<file path="src/rtl/extrinsic_pipe_razor1_if.sv">
// rtl/extrinsic_pipe_razor1_if.sv - epsilon-to-extrinsic stage signal bundle
interface extrinsic_pipe_razor1_if #(
  parameter int M = 6
);
  logic             Start;
  logic             Enable;
  logic             Error_previous_Epsilon;
  logic [4:1][M:0]  epsilon;
  logic [M-1:0]     b_a;
  logic [M-1:0]     b_e;
  logic             b_hat;
  logic             Error_current_Extrinsic;
  logic             Busy;
  logic             Done;
  logic [7:0]       ErrCount;

  modport master (
    output Start, Enable, Error_previous_Epsilon, epsilon, b_a,
    input  b_e, b_hat, Error_current_Extrinsic, Busy, Done, ErrCount
  );

  modport slave (
    input  Start, Enable, Error_previous_Epsilon, epsilon, b_a,
    output b_e, b_hat, Error_current_Extrinsic, Busy, Done, ErrCount
  );
endinterface

</file>
<file path="src/rtl/extrinsic_pipe_razor1.sv">
// rtl/extrinsic_pipe_razor1.sv - saturated extrinsic LLR, hard decision and iteration control
module extrinsic_pipe_razor1 #(
  parameter int M     = 6,
  parameter int I_MAX = 8,
  parameter int IW    = 4
) (
  input  logic Clock,
  input  logic nReset,
  input  logic nClear,
  extrinsic_pipe_razor1_if.slave bus
);

  typedef enum logic [1:0] {IDLE, RUN, DONE} state_t;

  localparam logic signed [M+1:0] SAT_HI = (M+2)'(2 ** (M - 1) - 1);
  localparam logic signed [M+1:0] SAT_LO = (M+2)'(-(2 ** (M - 1)));

  state_t                state, state_nx;
  logic [IW-1:0]         cnt, cnt_nx;
  logic signed [M-1:0]   be_q, be_nx;
  logic                  bhat_q, bhat_nx;
  logic                  errf_q, errf_nx;
  logic [7:0]            errc_q, errc_nx;

  logic signed [M:0]     e1, e2, e3, e4, pos, neg;
  logic signed [M+1:0]   d;
  logic signed [M-1:0]   be_dp;
  logic signed [M:0]     p;
  logic                  bhat_dp;
  logic                  upd, sup;

  assign e1  = $signed(bus.epsilon[1]);
  assign e2  = $signed(bus.epsilon[2]);
  assign e3  = $signed(bus.epsilon[3]);
  assign e4  = $signed(bus.epsilon[4]);
  assign pos = (e1 > e2) ? e1 : e2;
  assign neg = (e3 > e4) ? e3 : e4;
  assign d   = $signed({pos[M], pos}) - $signed({neg[M], neg});

  // Clamp the M+2 bit difference into the M bit signed extrinsic range
  always_comb begin
    be_dp = d[M-1:0];
    if (d > SAT_HI)
      be_dp = SAT_HI[M-1:0];
    else if (d < SAT_LO)
      be_dp = SAT_LO[M-1:0];
  end

  // A-posteriori sum is deliberately unsaturated; only its sign and zero-ness matter
  assign p       = $signed({bus.b_a[M-1], bus.b_a}) + $signed({be_dp[M-1], be_dp});
  assign bhat_dp = !p[M] && (p != '0);

  // Razor error only matters on an enabled RUN cycle
  assign upd = (state == RUN) && bus.Enable && !bus.Error_previous_Epsilon;
  assign sup = (state == RUN) && bus.Enable && bus.Error_previous_Epsilon;

  // Next-state and datapath update selection; a restart takes precedence over the update
  always_comb begin
    state_nx = state;
    cnt_nx   = cnt;
    be_nx    = be_q;
    bhat_nx  = bhat_q;
    errf_nx  = 1'b0;
    errc_nx  = errc_q;
    case (state)
      IDLE: begin
        if (bus.Start) begin
          state_nx = RUN;
          cnt_nx   = '0;
        end
      end
      RUN: begin
        if (bus.Start) begin
          cnt_nx = '0;
        end else if (upd) begin
          be_nx   = be_dp;
          bhat_nx = bhat_dp;
          cnt_nx  = cnt + IW'(1);
          if (cnt == IW'(I_MAX - 1))
            state_nx = DONE;
        end
        if (sup) begin
          errf_nx = 1'b1;
          if (errc_q != 8'hFF)
            errc_nx = errc_q + 8'd1;
        end
      end
      DONE: begin
        if (bus.Start) begin
          state_nx = RUN;
          cnt_nx   = '0;
        end
      end
      default: state_nx = IDLE;
    endcase
  end

  // State register; frame clear behaves like reset but keeps the error tally
  always_ff @(posedge Clock) begin
    if (!nReset || !nClear) begin
      state  <= IDLE;
      cnt    <= '0;
      be_q   <= '0;
      bhat_q <= 1'b0;
      errf_q <= 1'b0;
      errc_q <= nReset ? errc_q : 8'd0;
    end else begin
      state  <= state_nx;
      cnt    <= cnt_nx;
      be_q   <= be_nx;
      bhat_q <= bhat_nx;
      errf_q <= errf_nx;
      errc_q <= errc_nx;
    end
  end

  assign bus.b_e                     = be_q;
  assign bus.b_hat                   = bhat_q;
  assign bus.Error_current_Extrinsic = errf_q;
  assign bus.Busy                    = (state == RUN);
  assign bus.Done                    = (state == DONE);
  assign bus.ErrCount                = errc_q;

endmodule
</file>
<file path="src/flat_wrapper.sv">
// flat-port wrapper written by rule: the top's interface ports become plain ports
module extrinsic_pipe_razor1_flat 
#(
  parameter int M     = 6,
  parameter int I_MAX = 8,
  parameter int IW    = 4
)
  (Clock, nReset, nClear, bus_Start, bus_Enable, bus_Error_previous_Epsilon, bus_epsilon, bus_b_a, bus_b_e, bus_b_hat, bus_Error_current_Extrinsic, bus_Busy, bus_Done, bus_ErrCount);
  extrinsic_pipe_razor1_if #(.M(M)) bus_i ();
  input  logic Clock;
  input  logic nReset;
  input  logic nClear;
  input wire logic [$bits(bus_i.Start)-1:0] bus_Start;
  input wire logic [$bits(bus_i.Enable)-1:0] bus_Enable;
  input wire logic [$bits(bus_i.Error_previous_Epsilon)-1:0] bus_Error_previous_Epsilon;
  input wire logic [$bits(bus_i.epsilon)-1:0] bus_epsilon;
  input wire logic [$bits(bus_i.b_a)-1:0] bus_b_a;
  output wire logic [$bits(bus_i.b_e)-1:0] bus_b_e;
  output wire logic [$bits(bus_i.b_hat)-1:0] bus_b_hat;
  output wire logic [$bits(bus_i.Error_current_Extrinsic)-1:0] bus_Error_current_Extrinsic;
  output wire logic [$bits(bus_i.Busy)-1:0] bus_Busy;
  output wire logic [$bits(bus_i.Done)-1:0] bus_Done;
  output wire logic [$bits(bus_i.ErrCount)-1:0] bus_ErrCount;
  assign bus_i.Start = bus_Start;
  assign bus_i.Enable = bus_Enable;
  assign bus_i.Error_previous_Epsilon = bus_Error_previous_Epsilon;
  assign bus_i.epsilon = bus_epsilon;
  assign bus_i.b_a = bus_b_a;
  assign bus_b_e = bus_i.b_e;
  assign bus_b_hat = bus_i.b_hat;
  assign bus_Error_current_Extrinsic = bus_i.Error_current_Extrinsic;
  assign bus_Busy = bus_i.Busy;
  assign bus_Done = bus_i.Done;
  assign bus_ErrCount = bus_i.ErrCount;
  extrinsic_pipe_razor1 #(.M(M), .I_MAX(I_MAX), .IW(IW)) u_core (.Clock(Clock), .nReset(nReset), .nClear(nClear), .bus(bus_i));
endmodule
</file>
<file path="config.mk">
export PLATFORM = sky130hd
export DESIGN_NAME = extrinsic_pipe_razor1_flat
export DESIGN_NICKNAME = d
export VERILOG_FILES = /design/src/rtl/extrinsic_pipe_razor1_if.sv /design/src/rtl/extrinsic_pipe_razor1.sv /design/src/flat_wrapper.sv
export SDC_FILE = /design/constraint.sdc
export NUM_CORES = 1
export LEC_CHECK = 0
export BUFFER_PORTS_ARGS = -buffer_cell sky130_fd_sc_hd__buf_4
export CORE_MARGIN = 10
export CORE_UTILIZATION = 45
export DETAILED_ROUTE_END_ITERATION = 7
export GPL_TIMING_DRIVEN = 1
export PLACE_DENSITY_LB_ADDON = 0.08
export SETUP_SLACK_MARGIN = 0.05
export SLEW_MARGIN = 15
export SYNTH_ARGS = -nofsm -noshare
export SYNTH_HDL_FRONTEND = slang
export SYNTH_SLANG_ARGS = --single-unit
</file>
<file path="constraint.sdc">
create_clock -name Clock -period 9.9 [get_ports Clock]
set_input_delay 0.99 -clock Clock [delete_from_list [all_inputs] [get_ports Clock]]
set_output_delay 0.99 -clock Clock [all_outputs]
set_load 0.005 [all_outputs]
</file>
==> metrics.md <==
| Metric | Value |
|---|---|
| CTS HTree Levels | `1` |
| Layout cells sized above 1 | `24.6%` |
| Drt via density | `5.42` |
| Data required, critical path | `10.03 ns` |
| P per Cell Area | `144 nW/um^2` |
| Post_cts resized | `0` |
| Port bufs | `57` |
| Met1 Track Usage GR | `16.6%` |
| Net count after synthesis | `320` |
| CP peak stage delay | `0.44 ns` |
| Synthesized area per cell | `8.71 um^2` |
| Clk buf depth | `2` |
| CTS tree | `done` |
| Setup bufs post-CTS | `0` |
| Grt ovf | `0` |
| Crit path time final | `5.84 ns` |
| Post-Layout Cell Count | `359` |
| Dpl cells | `355` |
| EDFF count, synth | `8` |
| Final Cell Area | `2700 um^2` |
| N_diodes | `0` |
| Met3 Use GR | `4.01%` |
| Flops & latches, synth | `22` |
| Status | `finished clean` |
| GRT busiest layer | `met2` |
| WL per Instance | `14.9 um` |
| Instance count of the mapped netlist | `248` |
| Worst Hold Class | `reg -> reg` |
| Instance count on the critical path | `22` |
| Hold_buf cts | `0` |
| Slowest CP cell | `o22ai_2` |
| Post-layout util | `57.4%` |
| Largest net degree at the start of global routing | `14` |
| Die Area | `7970 um^2` |
| Number of distinct library cells after synthesis | `52` |
| Startpoint class of the critical path | `input pin` |
| WP buf/inv | `1` |
| DIE HEIGHT | `89.3 um` |
| CTS Buf Count | `3` |
| Kind of critical path | `in -> reg` |
| Detailed Route WL | `5.34 mm` |
| Final setup TNS | `0 ns` |
| Pleak | `0.00129 uW` |
| Iter 0 DRT Violations | `87` |
| Fillers | `434` |
| Yosys top cell by area | `ha_1` |
| Top cells by area, synth | `ha_1, dfxtp_1, edfxtp_1` |
| Core area | `4690 um^2` |
| Vias in the first global route | `2002` |
| Dominant cell by count in the synthesized netlist | `ha_1` |
| Crit end category | `flip-flop` |
| Reg2Reg Depth | `6` |
| Most common cell on crit path | `ha_1` |
| Sequential Area | `520 um^2` |
| Clk_lat worst skew | `0.25 ns` |
| Worst-margin pin slew | `1.10 ns` |
| 1st-pass router iterations | `4` |
| Post-synth top area share | `17.4%` |
| Die width | `89.3 um` |
| Total GRT Usage | `13.8%` |
| Final hold violations | `0` |
| GR met2 Demand/Resource | `24.1%` |
| Initial core utilization | `46.1%` |
| Worst Skew | `0.00112 ns` |
| CTS sink count | `22` |
| # nets final | `378` |
| GPL Wtd Cong | `0.938` |
| I/O pins | `58` |
| Row cnt | `25` |
| Initial antenna violation count | `0` |
| Multi-input gate area | `1540 um^2` |
| Top post-synthesis cells by count | `ha_1, inv_1, a21oi_1` |
| Max-Cap Viols | `0` |
| Final setup viols | `0` |
| Max Freq | `0.171 GHz` |
| Slew Viols, Final | `0` |
| Crit-path cells | `buf_4 > ha_1 > and3_1 > nand4_1 > o311ai_0 > o22ai_2 > mux2_2 > ha_1 > fa_1 > nand4b_1 > and3_4 > a211oi_4 > o21ai_0 > nand2_1 > a21oi_1 > ha_1 > fa_1 > xor2_1 > a2111oi_0 > nand3_1 > o2111ai_1 > a21oi_1` |
| Final period utilization | `59.0%` |
| Worst Path Max Fanout | `8` |
| Post-Syn Area | `2160 um^2` |
| CTS clk-pin slew, worst paths | `0.08 ns` |
| Placed cell area | `2640 um^2` |
| Ys async rst share | `0%` |
| Clk root buf | `clkbuf_8` |
| First-pass GRT wire length | `8.93 mm` |
| DP Wirelength | `4.52 mm` |
| Antenna viol nets, final | `0` |
| Area grow syn2layout | `24.7%` |
| Most used DFF post-synth | `dfxtp_1` |
| Vias post-DR | `1946` |
| Warnings from Yosys | `0` |
| Drt drc | `0` |
| Worst hold stages | `2` |
| Family with the most delay on the worst path | `compound AO/OA/AOI/OAI gates` |
| RSZ-0062 raised after global routing | `no` |
| Register area share after synthesis | `24.1%` |
| Arr. time, crit path | `5.97 ns` |
| Slew Limit Headroom | `25.8%` |
| VDD IR-drop max | `0.0973 mV` |
-- worst paths after layout --
kind / start / end / slack [ns]
max: bus_epsilon[15] / u_core.bus.b_hat / 4.06
min: u_core.bus.b_hat / u_core.bus.b_hat / 0.48
max reg2reg: u_core.state[1] / u_core.bus.b_e[4] / 7.48
min reg2reg: u_core.bus.b_hat / u_core.bus.b_hat / 0.48
-- layer usage --
| metal | share of wire, % | vias up |
|---|---|---|
| met1 | 45 | 876 |
| met4 | 0.67 | 0 |
| met3 | 6.6 | 2 |
| met2 | 48 | 39 |
| met5 | 0 | - |
| li1 | - | 1029 |
-- state kept, by name, summed over array words and instances (netlist names) --
register and count:
u_core.cnt 4, u_core.state 2, u_core.bus.b_hat 1, u_core.bus.b_e 6, u_core.bus.Error_current_Extrinsic 1, u_core.bus.ErrCount 8
-- cells by family (layout without fill, tap and decap cells) --
kind of cell	after synthesis	after routing	synth area share (%)
simple gates	76	76	18.8
fa+ha+maj	32	32	19.2
xor+xnor	11	11	4.46
mux	18	18	8.80
compound gates	63	63	20.1
buf+inv	26	83	4.57
flops	22	22	24.1
-- per-stage QoR --
| step | setup WS (ns) | hold slack, ns | power [uW] |
|---|---|---|---|
| 2_1_floorplan | 4.38 | 0.448 | 270 |
| 3_3_place_gp | 3.96 | 0.470 | 326 |
| 3_5_place_dp | 3.86 | 0.469 | 327 |
| 4_1_cts | 4.12 | 0.487 | 392 |
| 5_1_grt | 3.71 | 0.509 | 424 |
| 6_report | 4.06 | 0.479 | 388 |
-- power breakdown --
part | leakage (uW) | internal [uW] | switching [uW] | total (uW)
registers | 0.000195 | 96.3 | 2.39 | 98.7
logic | 0.00106 | 103 | 123 | 226
clock network | 0.0000288 | 35.4 | 27.8 | 63.1
-- worst register-to-register path, stage by stage, from the launching register on --
cell	delay (ns)
dfxtp_1	0.35
nor4bb_1	0.93
and2b_2	0.37
nand2_1	0.14
a21oi_1	0.24
o21ai_0	0.15
o211ai_1	0.14
-- layout make-up --
class / count / area share (%)
Tap cell: 54 / 2.51
Timing Repair Buffer: 57 / 15.9
Sequential cell: 22 / 19.3
Inverter: 22 / 3.06
Multi-Input combinational cell: 200 / 57.2
Clock buffer: 4 / 2.04
-- layout by cell type, fill, tap and decap left out, types with 5 or more instances in the layout --
| cell | Yosys | routed |
|---|---|---|
| nand2_1 | 15 | 15 |
| nor2b_1 | 5 | 5 |
| mux2_2 | 8 | 8 |
| and3_1 | 6 | 6 |
| nand3_1 | 8 | 8 |
| a21oi_1 | 19 | 19 |
| nand2b_1 | 5 | 5 |
| nor2_1 | 18 | 18 |
| buf_4 | 0 | 57 |
| xor2_1 | 7 | 7 |
| edfxtp_1 | 8 | 8 |
| o21ai_0 | 10 | 10 |
| dfxtp_1 | 14 | 14 |
| ha_1 | 30 | 30 |
| inv_1 | 22 | 22 |
| mux2i_1 | 10 | 10 |
Power figures use the tool's default switching activity.
